**config.mk**
```make
export PLATFORM = sky130hd
export DESIGN_NAME = neureka_infeat_buffer_ctrl
export DESIGN_NICKNAME = d
export VERILOG_FILES = /design/src/rtl/neureka_infeat_buffer_ctrl_pkg.sv /design/src/rtl/neureka_infeat_pad_mask.sv /design/src/rtl/neureka_infeat_buffer_ctrl.sv
export SDC_FILE = /design/constraint.sdc
export NUM_CORES = 1
export LEC_CHECK = 0
export ABC_AREA = 1
export CAP_MARGIN = 20
export CORE_MARGIN = 2
export CORE_UTILIZATION = 40
export DETAILED_ROUTE_END_ITERATION = 6
export PLACE_DENSITY = 0.67
export SLEW_MARGIN = 15
export SYNTH_ARGS = -nofsm -noshare
export SYNTH_HDL_FRONTEND = slang
export SYNTH_SLANG_ARGS = --single-unit
```
**constraint.sdc**
```tcl
create_clock -name clk_i -period 6.69 [get_ports clk_i]
set_input_delay 0.669 -clock clk_i [delete_from_list [all_inputs] [get_ports clk_i]]
set_output_delay 0.669 -clock clk_i [all_outputs]
set_load 0.03 [all_outputs]
```
**src/rtl/neureka_infeat_buffer_ctrl_pkg.sv**
```systemverilog
// Shared types and sizing constants for the NEUREKA input-feature buffer and
// its controller.
package neureka_infeat_buffer_ctrl_pkg;

  localparam int unsigned NEUREKA_INFEAT_BUFFER_SIZE_W = 8;
  localparam int unsigned NEUREKA_PE_W                 = 6;
  localparam int unsigned IB_NW = NEUREKA_INFEAT_BUFFER_SIZE_W * NEUREKA_INFEAT_BUFFER_SIZE_W;
  localparam int unsigned IB_LW = $clog2(IB_NW) + 1;

  typedef enum logic [1:0] {
    IB_IDLE,
    IB_LOAD,
    IB_EXTRACT
  } state_infeat_buffer_t;

  typedef enum logic [2:0] {
    IBC_IDLE,
    IBC_CFG,
    IBC_LOAD,
    IBC_EXTRACT,
    IBC_RELEASE,
    IBC_DONE
  } state_infeat_buffer_ctrl_t;

  typedef struct packed {
    logic              goto_load;
    logic              goto_extract;
    logic              goto_idle;
    logic [IB_LW-1:0]  load_len;
    logic [IB_NW-1:0]  enable_implicit_padding;
    logic [IB_NW-1:0]  enable_explicit_padding;
    logic [7:0]        explicit_padding_value_lo;
    logic [7:0]        explicit_padding_value_hi;
    logic              filter_mode;
  } ctrl_infeat_buffer_t;

endpackage

```
**src/rtl/neureka_infeat_pad_mask.sv**
```systemverilog
// Combinational per-word implicit/explicit padding mask generator for a
// BUF_W x BUF_W input-feature buffer (word i = r*BUF_W + c).
module neureka_infeat_pad_mask
  import neureka_infeat_buffer_ctrl_pkg::*;
#(
  parameter  int unsigned BUF_W = NEUREKA_INFEAT_BUFFER_SIZE_W,
  localparam int unsigned NW    = BUF_W * BUF_W
) (
  input  logic          filter_mode_i,
  input  logic [1:0]    pad_top_i,
  input  logic [1:0]    pad_bottom_i,
  input  logic [1:0]    pad_left_i,
  input  logic [1:0]    pad_right_i,
  input  logic [3:0]    valid_h_i,
  input  logic [3:0]    valid_w_i,
  output logic [NW-1:0] implicit_o,
  output logic [NW-1:0] explicit_o
);

  logic imp;
  logic border;

  always_comb begin
    implicit_o = '0;
    explicit_o = '0;
    imp        = 1'b0;
    border     = 1'b0;
    for (int unsigned r = 0; r < BUF_W; r++) begin
      for (int unsigned c = 0; c < BUF_W; c++) begin
        imp = (r >= int'(valid_h_i)) || (c >= int'(valid_w_i));
        // bottom/right bounds written as sums to avoid unsigned underflow
        border = (r < int'(pad_top_i)) || (r + int'(pad_bottom_i) >= BUF_W) ||
                 (c < int'(pad_left_i)) || (c + int'(pad_right_i) >= BUF_W);
        implicit_o[r*BUF_W + c] = imp;
        explicit_o[r*BUF_W + c] = border && !imp && !filter_mode_i;
      end
    end
  end

endmodule

```
**src/rtl/neureka_infeat_buffer_ctrl.sv**
```systemverilog
// Per-tile sequencer for the input-feature buffer: latches the spatial config,
// registers the padding masks and walks the buffer through load/extract/idle.
module neureka_infeat_buffer_ctrl
  import neureka_infeat_buffer_ctrl_pkg::*;
#(
  parameter  int unsigned BUF_W = NEUREKA_INFEAT_BUFFER_SIZE_W,
  parameter  int unsigned PE_W  = NEUREKA_PE_W,
  localparam int unsigned NW    = BUF_W * BUF_W,
  localparam int unsigned LW    = $clog2(NW) + 1
) (
  input  logic                 clk_i,
  input  logic                 rst_ni,
  input  logic                 enable_i,
  input  logic                 clear_i,
  input  logic                 start_i,
  input  logic                 reuse_i,
  input  logic                 filter_mode_i,
  input  logic [1:0]           pad_top_i,
  input  logic [1:0]           pad_bottom_i,
  input  logic [1:0]           pad_left_i,
  input  logic [1:0]           pad_right_i,
  input  logic [15:0]          pad_value_i,
  input  logic [3:0]           valid_h_i,
  input  logic [3:0]           valid_w_i,
  input  logic [7:0]           n_extract_i,
  input  logic                 extract_done_i,
  input  state_infeat_buffer_t ib_state_i,
  output logic                 goto_load_o,
  output logic                 goto_extract_o,
  output logic                 goto_idle_o,
  output logic [LW-1:0]        load_len_o,
  output logic [NW-1:0]        enable_implicit_padding_o,
  output logic [NW-1:0]        enable_explicit_padding_o,
  output logic [7:0]           explicit_padding_value_lo_o,
  output logic [7:0]           explicit_padding_value_hi_o,
  output logic                 filter_mode_o,
  output logic                 busy_o,
  output logic                 done_o
);

  state_infeat_buffer_ctrl_t state_q, state_d;
  logic [7:0]  cnt_q, cnt_d;
  logic [7:0]  n_tgt;

  logic        reuse_q, mode_q;
  logic [1:0]  pt_q, pb_q, pl_q, pr_q;
  logic [15:0] pv_q;
  logic [3:0]  vh_q, vw_q;
  logic [7:0]  next_q;

  logic [NW-1:0] imp_w, exp_w;

  neureka_infeat_pad_mask #(
    .BUF_W (BUF_W)
  ) i_pad_mask (
    .filter_mode_i (mode_q),
    .pad_top_i     (pt_q),
    .pad_bottom_i  (pb_q),
    .pad_left_i    (pl_q),
    .pad_right_i   (pr_q),
    .valid_h_i     (vh_q),
    .valid_w_i     (vw_q),
    .implicit_o    (imp_w),
    .explicit_o    (exp_w)
  );

  assign n_tgt  = (next_q == '0) ? 8'd1 : next_q;
  assign busy_o = (state_q != IBC_IDLE);

  always_comb begin
    state_d        = state_q;
    cnt_d          = cnt_q;
    goto_load_o    = 1'b0;
    goto_extract_o = 1'b0;
    goto_idle_o    = 1'b0;
    done_o         = 1'b0;
    case (state_q)
      IBC_IDLE: if (start_i) state_d = IBC_CFG;
      IBC_CFG:  state_d = reuse_q ? IBC_EXTRACT : IBC_LOAD;
      IBC_LOAD: begin
        goto_load_o = (ib_state_i == IB_IDLE);
        if (ib_state_i == IB_EXTRACT) state_d = IBC_EXTRACT;
      end
      IBC_EXTRACT: begin
        goto_extract_o = reuse_q && (ib_state_i != IB_EXTRACT);
        // pass pulses only count once the buffer is actually extracting
        if (extract_done_i && (ib_state_i == IB_EXTRACT)) begin
          if (cnt_q == n_tgt - 8'd1) begin
            cnt_d   = '0;
            state_d = IBC_RELEASE;
          end else begin
            cnt_d = cnt_q + 8'd1;
          end
        end
      end
      IBC_RELEASE: begin
        goto_idle_o = (ib_state_i != IB_IDLE);
        if (ib_state_i == IB_IDLE) state_d = IBC_DONE;
      end
      IBC_DONE: begin
        done_o  = 1'b1;
        state_d = IBC_IDLE;
      end
      default: state_d = IBC_IDLE;
    endcase
  end

  always_ff @(posedge clk_i or negedge rst_ni) begin
    if (!rst_ni) begin
      state_q                     <= IBC_IDLE;
      cnt_q                       <= '0;
      reuse_q                     <= 1'b0;
      mode_q                      <= 1'b0;
      pt_q                        <= '0;
      pb_q                        <= '0;
      pl_q                        <= '0;
      pr_q                        <= '0;
      pv_q                        <= '0;
      vh_q                        <= '0;
      vw_q                        <= '0;
      next_q                      <= '0;
      load_len_o                  <= '0;
      enable_implicit_padding_o   <= '0;
      enable_explicit_padding_o   <= '0;
      explicit_padding_value_lo_o <= '0;
      explicit_padding_value_hi_o <= '0;
      filter_mode_o               <= 1'b0;
    end else if (enable_i) begin
      if (clear_i) begin
        state_q                     <= IBC_IDLE;
        cnt_q                       <= '0;
        reuse_q                     <= 1'b0;
        mode_q                      <= 1'b0;
        pt_q                        <= '0;
        pb_q                        <= '0;
        pl_q                        <= '0;
        pr_q                        <= '0;
        pv_q                        <= '0;
        vh_q                        <= '0;
        vw_q                        <= '0;
        next_q                      <= '0;
        load_len_o                  <= '0;
        enable_implicit_padding_o   <= '0;
        enable_explicit_padding_o   <= '0;
        explicit_padding_value_lo_o <= '0;
        explicit_padding_value_hi_o <= '0;
        filter_mode_o               <= 1'b0;
      end else begin
        state_q <= state_d;
        cnt_q   <= cnt_d;
        if (state_q == IBC_IDLE && start_i) begin
          reuse_q <= reuse_i;
          mode_q  <= filter_mode_i;
          pt_q    <= pad_top_i;
          pb_q    <= pad_bottom_i;
          pl_q    <= pad_left_i;
          pr_q    <= pad_right_i;
          pv_q    <= pad_value_i;
          vh_q    <= valid_h_i;
          vw_q    <= valid_w_i;
          next_q  <= n_extract_i;
        end
        if (state_q == IBC_CFG) begin
          load_len_o                  <= mode_q ? LW'(PE_W * PE_W) : LW'(NW);
          enable_implicit_padding_o   <= imp_w;
          enable_explicit_padding_o   <= exp_w;
          explicit_padding_value_lo_o <= pv_q[7:0];
          explicit_padding_value_hi_o <= pv_q[15:8];
          filter_mode_o               <= mode_q;
        end
      end
    end
  end

endmodule

```
After elaboration in Yosys (flattened, before gate mapping)
Index checks and enable logic that the tools add are counted.

Bits in registers: 205. Logic and storage cells: 499.

$add $sub $neg: 16. $lt $le $gt $ge: 38. Eq/ne operators: 13. Muxes and demuxes: 50. Reduce and logical (&&, ||, !) cells: 364.

Operators with widths (number): greater-or-equal comparator 32 x 4 -> 1 bit, second input constant (14); two-way mux 64 bit (4); logical OR 1 bit (155); logical AND 1 bit (131); two-way mux 8 bit (11); logical NOT 1 bit (65); adder 3 x 2 -> 4 bit, first input constant (8); greater-or-equal comparator 3 x 4 -> 1 bit, first input constant (8); two-way mux 16 bit (2); two-way mux 7 bit (3); two-way mux 3 bit (6); greater-or-equal comparator 1 x 4 -> 1 bit, first input constant (4); greater-or-equal comparator 2 x 4 -> 1 bit, first input constant (4); two-way mux 2 bit (8); two-way mux 4 bit (4); inequality test 3 bit, second input constant (5); case mux 3 bit (5 select lines) (1); adder 2 x 2 -> 3 bit, first input constant (4); two-way mux 1 bit (11); nonzero test 2 bit (5); adder 8 x 1 -> 8 bit, second input constant (1); equality test 8 bit (1); greater-or-equal comparator 2 x 4 -> 1 bit, second input constant (2); logical NOT 8 bit (1); 15 further kinds (23).

Depth between registers and ports, before layout
Gate-level depths: netlist of the first run.

Depth in word-level cells: 9. Depth in mapped cells: 18. Depth with buffers taken out: 18.

By module
From an unflattened synthesis of the first run, not the netlist that was laid out.

Cells, all modules: 1195. Area, all modules: 9618.0 um2.

By module, submodules not included: neureka_infeat_buffer_ctrl (times used 1, cells an instance 979, area an instance 8659.6 um2); neureka_infeat_pad_mask (times used 1, cells an instance 216, area an instance 958.4 um2).

Worst setup path after synthesis of the first run
OpenSTA, ideal clock, no wires.

Kind: reg-to-reg. Start point: register next_q[3]. End point: register cnt_q[4]. Library setup time: 0.125 ns. Data arrival time: 2.086 ns. Required time: 6.565 ns. Slack: 4.480 ns. Cell stages (with the launch flop): 19. Path buffers: 0. Period minus slack after synthesis: 2.210 ns. Cells stage by stage: dfrtp_1 > inv_1 > nand2_1 > nor2_2 > nand2_2 > nand2_1 > inv_1 > ha_1 > or2_1 > nand3_1 > nand2_1 > nor2_1 > nand2_1 > nor2_1 > nand3_1 > nand2_1 > nand2_1 > nand2_1 > nor2_1.

Longest elaborated chain between the ends: 8.

Ends and longest elaborated chain: start: declaration (RTL line neureka_infeat_buffer_ctrl.sv:49) `logic [7:0] next_q;`; start signal: assignment (RTL line neureka_infeat_buffer_ctrl.sv:161) `next_q <= n_extract_i;`; logical NOT 8 bit (RTL line neureka_infeat_buffer_ctrl.sv:67) `assign n_tgt = (next_q == '0) ? 8'd1 : next_q;`; two-way mux 8 bit * (RTL line neureka_infeat_buffer_ctrl.sv:67); subtractor 8 x 1 -> 8 bit * (RTL line neureka_infeat_buffer_ctrl.sv:88) `if (cnt_q == n_tgt - 8'd1) begin`; equality test 8 bit * (RTL line neureka_infeat_buffer_ctrl.sv:88); two-way mux 8 bit * (RTL line neureka_infeat_buffer_ctrl.sv:88); two-way mux 8 bit * (RTL line neureka_infeat_buffer_ctrl.sv:87) `if (extract_done_i && (ib_state_i == IB_EXTRACT)) begin`; two-way mux 8 bit * (RTL line neureka_infeat_buffer_ctrl.sv:77) `case (state_q)`; two-way mux 8 bit * (RTL line neureka_infeat_buffer_ctrl.sv:129) `if (clear_i) begin`; end signal: assignment (RTL line neureka_infeat_buffer_ctrl.sv:150) `cnt_q <= cnt_d;`; end: declaration (RTL line neureka_infeat_buffer_ctrl.sv:42) `logic [7:0] cnt_q, cnt_d;`.

Mark *: on every way between the ends. The rest lies on a longest branch, timed or not. The select of a mux whose other input is x is not followed. A chain may end at the register's enable or synchronous reset.

Final worst setup path of the first run
Start point: input port clear_i. End point: register enable_explicit_padding_o[59].

Longest elaborated chain between the ends: 2. Elaborated cells between the ends (all ways): 3. Those cells by class: mux (1); reduce/logical (2).

Ends and longest elaborated chain: start: declaration (RTL line neureka_infeat_buffer_ctrl.sv:14) `input logic clear_i,`; nonzero test 2 bit (no line); AND reduction 2 bit (no line); end signal: assignment (RTL line neureka_infeat_buffer_ctrl.sv:166) `enable_explicit_padding_o <= exp_w;`; end: declaration (RTL line neureka_infeat_buffer_ctrl.sv:33) `output logic [NW-1:0] enable_explicit_padding_o,`.

Several ways; a longest one is shown, not always the timed one.

==> results.yml, run 1 <==
run_status:
  outcome: "finished, final reports clean"
drt:
  vias_per_cell: 5.126
  wl_per_cell_um: 17.52
  first_pass_iters: 5
  ant_nets: 0
  drt-initial-drc-count: 586
  wirelength_um: 25240
  post-route-drc-count: 0
  dr_total_vias: 7382
clocking:
  htree_levels: 4
  clock_sinks: 195
  clock_latency_ns: 0.43
  cts_root_buffer: "clkbuf_16"
  postCtsSetupRepairBufs: 0
  numCtsBuffers: 17
  clk_path_buf_depth: 2
  cts-resized-gates: 0
  cts_tree: "built"
  cts.hold.buffers_added: 0
  cts.clk_slew.worst_paths_ns: 0.07
power_and_ir_drop:
  p_int_mw: 2.742
  leakagePower_nw: 5.226
  sw_frac_of_total: 0.4156
  clockPowerShare: 0.227
  power_mw: 4.691
  seqPwrFrac: 0.362
  power.share.combinational: 0.411
  powerDensity_mw_per_mm2: 411.9
  p_switching_mw: 1.949
  peakVddDrop_v: 0.0002224
setup_path:
  critPathArrivalTime_ns: 3.63
  cp.required_ns: 7.02
  end_kind: "flop"
  critPathMaxFanout: 110
  path_class: "primary input to flop"
  startpoint_type: "primary input"
timing:
  finalClockSkew_ns: 0.008014
  finalCritPeriodShare: 0.4942
  worst_slack_ns: 3.384
  setup_violations: 0
  tightestPinTransition_ns: 1.111
  fmax_ghz: 0.3025
  slew_headroom: 0.2593
  finalHoldViolations: 0
  holdWs_ns: 0.3425
  finalMaxSlewViolations: 0
  finalCriticalPeriod_ns: 3.306
  rsz0062_at_grt: "no"
  fin_tns_setup_ns: 0
grt:
  gr-usage-all-layers: 0.2267
  gr-total-overflow: 0
  antenna_found_initial: 1
  grt_pass1_vias: 6992
  grt_max_degree: 116
  grt_pass1_wl_um: 39090
min_path:
  min_path_type: "primary input to asynchronous set/reset pin"
synthesis:
  ys_top_cells_by_area: "dfrtp_1, nand2_1, o21ai_0"
  ys_ff_latch: 195
  syn_area_per_cell_sq_um: 8.851
  ys_warn_count: 0
  synth_edf_count: 0
  netlist_instances: 972
  synthFlopType: "dfrtp_1"
  netlist.area_leader.share: 0.5672
  yosysUniqueCellTypes: 41
  ys_seq_area_frac: 0.5672
  async_flop_share: 1.000
  synth_area_sq_mm: 0.008603
  yosysTopAreaCell: "dfrtp_1"
floorplan:
  io_pins: 207
  die_h_um: 150.7
  initial_core_util: 0.4080
  die_area_sq_mm: 0.02270
  chipWidth_um: 150.7
  coreArea_sq_mm: 0.02109
  rows: 53
layout:
  final_cell_mix: "nand2_1, clkdlybuf4s50_1, dfrtp_1"
  drive_gt1_frac: 0.06959
  final_common_cell: "nand2_1"
  stdcell_area_sq_mm: 0.01139
  num-nets-final: 1203
  stdcell_count: 1440
  area_delta_synth_final_pct: 32.37
  post-route-util: 0.5401
  fillers: 1988
place:
  dp_hpwl_um: 17930
  placed_cell_area_sq_mm: 0.01075
  place_inst: 1406
  pre_cts_ws_ns: 3.003
  port_buffers: 198
  gp_congestion: 0.8774
job:
  cap_violations: 0
[power by group through the flow]
stage	Sequential, mW	Combinational (mW)	Clock [mW]
after floorplan	2.08	0.740	0
after global placement	1.72	1.90	0
after detailed placement	1.72	1.93	0
after CTS	1.70	1.93	1.08
after global routing	1.73	2.09	1.12
final	1.70	1.93	1.07
[layout make-up]
class                   instances  area (sq um)  share of cell area
flip-flops and latches        195          4880              0.4285
multi-input cells             629          3099              0.2721
repair buffers                205          2058              0.1807
clock buffers                  18         439.2             0.03856
inverters                     103         391.6             0.03439
well taps                     275         344.1             0.03021
clock inverters                14         173.9             0.01527
diodes                          1         2.502           0.0002197
[sequential cells by signal, indices dropped and copies added (netlist names), 2 cells and up]
signal,flops
enable_explicit_padding_o,60
explicit_padding_value_lo_o,8
pv_q,16
state_q,3
next_q,8
vw_q,4
pl_q,2
vh_q,4
cnt_q,8
load_len_o,2
explicit_padding_value_hi_o,8
enable_implicit_padding_o,64
pr_q,2
pb_q,2
pt_q,2
[path summary, 6_finish.rpt]
check                                               from                              to  slack (ns)  cells past startpoint
max                                              clear_i   enable_explicit_padding_o[59]        3.38                      8
min                                               rst_ni   enable_explicit_padding_o[30]        0.34                      1
max reg2reg                                      vh_q[3]    enable_explicit_padding_o[2]        4.04                     10
min reg2reg                enable_explicit_padding_o[30]   enable_explicit_padding_o[30]        0.48                      2
max in group asynchronous                         rst_ni  explicit_padding_value_lo_o[2]        5.14                      3
min in group clk_i         enable_explicit_padding_o[30]   enable_explicit_padding_o[30]        0.48                      2
[Yosys cell counts (10+ instances only)]
| master | n |
|---|---|
| nand2_1 | 220 |
| dfrtp_1 | 195 |
| o21ai_0 | 111 |
| inv_1 | 92 |
| o21ai_1 | 79 |
| nor2_1 | 69 |
| nand3_1 | 60 |
| buf_2 | 27 |
| clkbuf_1 | 11 |
| buf_4 | 10 |
| nor2_4 | 10 |
[critical path, cell delays in order]
cell             delay, ns
clkdlybuf4s50_1       0.53
inv_2                 0.08
buf_4                 0.47
a21oi_4               0.19
inv_4                 0.38
buf_4                 0.86
nand2_1               0.17
o41ai_2               0.09
[cell families after synthesis]
| logic type | share of synthesized area |
|---|---|
| XOR/XNOR | 0.008143 |
| flip-flops | 0.5672 |
| AO/OA/AOI/OAI | 0.1497 |
| other | 0.0004359 |
| adder cells (fa/ha/maj) | 0.002908 |
| buffers and inverters | 0.07722 |
| AND/OR/NAND/NOR | 0.1944 |
[routing by layer]
| layer | global-route usage | share of wire |
|---|---|---|
| met1 | 0.3109 | 0.43 |
| met2 | 0.3486 | 0.46 |
| met3 | 0.06091 | 0.090 |
| met4 | 0.07850 | 0.023 |
| met5 | 0 | 0 |
Power figures use the tool's default switching activity.
==> run 2, diff against run 1 <==
Clock period 6.69 ns to 3.3 ns, I/O delays scaled along.
==> results.yml, run 2 (synthesis results as in run 1) <==
timing:
  finalMaxSlewViolations: 0
  holdWs_ns: 0.003472
  fin_tns_setup_ns: 0
  finalCritPeriodShare: 0.7978
  setup_violations: 0
  tightestPinTransition_ns: 0.8838
  slew_headroom: 0.4046
  worst_slack_ns: 0.6671
  finalCriticalPeriod_ns: 2.633
  finalClockSkew_ns: 0.01125
  fmax_ghz: 0.3798
  finalHoldViolations: 0
  rsz0062_at_grt: "no"
layout:
  final_cell_mix: "nand2_1, clkdlybuf4s50_1, dfrtp_1"
  num-nets-final: 1208
  stdcell_area_sq_mm: 0.01146
  area_delta_synth_final_pct: 33.19
  largest_register: "enable_implicit_padding_o"
  largest_reg_flops: 64
  largest_registers: "enable_implicit_padding_o: 64 flops, enable_explicit_padding_o: 60 flops, pv_q: 16 flops"
  antenna_cells: 0
  final_common_cell: "nand2_1"
  drive_gt1_frac: 0.07271
clocking:
  cts.clk_slew.worst_paths_ns: 0.07
  clock_sinks: 195
  cts-resized-gates: 0
  clk_path_buf_depth: 2
  numCtsBuffers: 17
  cts_tree: "built"
  cts.hold.buffers_added: 0
  clock_latency_ns: 0.43
  postCtsSetupRepairBufs: 0
  htree_levels: 4
  cts_root_buffer: "clkbuf_16"
setup_path:
  critPathArrivalTime_ns: 2.94
  rrSetupSlack_ns: 0.67
  crit_top_cell: "nand2_1"
  r2r-start: "next_q[3]"
  critPathMaxFanout: 8
  cpLargestDelayFamily: "simple AND/OR/NAND/NOR gates"
  startpoint_type: "flop"
  path_class: "flop to flop"
  slowest_stage: "dfrtp_1"
  cp.required_ns: 3.61
  max_stage_delay_ns: 0.41
  cp-startpoint: "next_q[3]"
  worst-path-buf-inv: 2
  path_cells: "inv_1 -> nand2_1 -> nor2_2 -> nand2_2 -> nand2_1 -> inv_1 -> ha_1 -> or2_1 -> nand3_1 -> nand2_1 -> nor2_1 -> nand2_1 -> nor2_1 -> nand3_1 -> nand2_1 -> nand2_1 -> nand2_1 -> nor2_1"
  end_kind: "flop"
  worst-path-stages: 18
  r2r_cells: 18
drt:
  vias_per_cell: 5.179
  post-route-drc-count: 0
  first_pass_iters: 5
  dr_total_vias: 7478
  drt-initial-drc-count: 623
  ant_nets: 0
  wl_per_cell_um: 18.08
  wirelength_um: 26110
run_status:
  outcome: "finished, final reports clean"
floorplan:
  io_pins: 207
  die_h_um: 150.7
  rows: 53
  chipWidth_um: 150.7
  initial_core_util: 0.4080
  coreArea_sq_mm: 0.02109
  die_area_sq_mm: 0.02270
grt:
  grt_pass1_vias: 7140
  grt_max_degree: 101
  gr-usage-all-layers: 0.2325
  grt_pass1_wl_um: 40030
  antenna_found_initial: 0
  gr-total-overflow: 0
place:
  port_buffers: 198
  pre_cts_ws_ns: 0.6636
  placed_cell_area_sq_mm: 0.01083
  gp_congestion: 0.9378
  dp_hpwl_um: 18790
power_and_ir_drop:
  leakagePower_nw: 5.262
  peakVddDrop_v: 0.0004602
  powerDensity_mw_per_mm2: 842.1
  power_mw: 9.649
job:
  cap_violations: 0
min_path:
  min_path_type: "primary input to asynchronous set/reset pin"
==> run 2: changes by cell type in the layout (fill, tap and decap cells not counted), sizes merged <==
cell / previous run / this run
diode: 1 / 0
bufinv: 3 / 4
clkinv: 5 / 6
inv: 108 / 106
buf: 7 / 12
==> run 2: cell type report <==
| class | instances | area, sq um |
|---|---|---|
| fill | 1963 | 9629 |
| sequential | 195 | 4880 |
| multi-input combinational | 629 | 3099 |
| timing repair buffer | 210 | 2113 |
| clock buffer | 18 | 429.2 |
| inverter | 103 | 391.6 |
| tap | 275 | 344.1 |
| clock inverter | 14 | 201.4 |
==> run 2: power breakdown <==
group | internal, mW | switching, mW | total (mW)
combinational | 1.37 | 2.59 | 3.96
sequential | 2.99 | 0.469 | 3.46
clock | 1.28 | 0.947 | 2.23
==> run 2: path summary, 6_finish.rpt <==
path / to
min: enable_explicit_padding_o[34]
min reg2reg: enable_implicit_padding_o[5]
max: cnt_q[4]
max reg2reg: cnt_q[4]
min in group clk_i: next_q[4]
max in group asynchronous: enable_implicit_padding_o[1]
==> run 2: stage by stage <==
stage / instances / utilization
global placement: 1412 / 0.5135
global route: 1444 / 0.5434
CTS: 1444 / 0.5434
finish: 1444 / 0.5434
floorplan: 979 / -
detailed placement: 1412 / 0.5135
==> run 2: worst reg2reg max path: stages, from the launching register on <==
cell,delay [ns]
dfrtp_1,0.41
inv_1,0.10
nand2_1,0.07
nor2_2,0.17
nand2_2,0.14
nand2_1,0.11
inv_1,0.05
ha_1,0.25
or2_1,0.24
nand3_1,0.07
nand2_1,0.05
nor2_1,0.08
nand2_1,0.06
nor2_1,0.11
nand3_1,0.15
nand2_1,0.18
nand2_1,0.15
nand2_1,0.09
nor2_1,0.05
==> run 2: metal layers <==
metal,GRT usage,part of all wire
met1,0.3288,0.44
met2,0.3502,0.45
met3,0.06152,0.081
met4,0.07383,0.025
met5,0,0
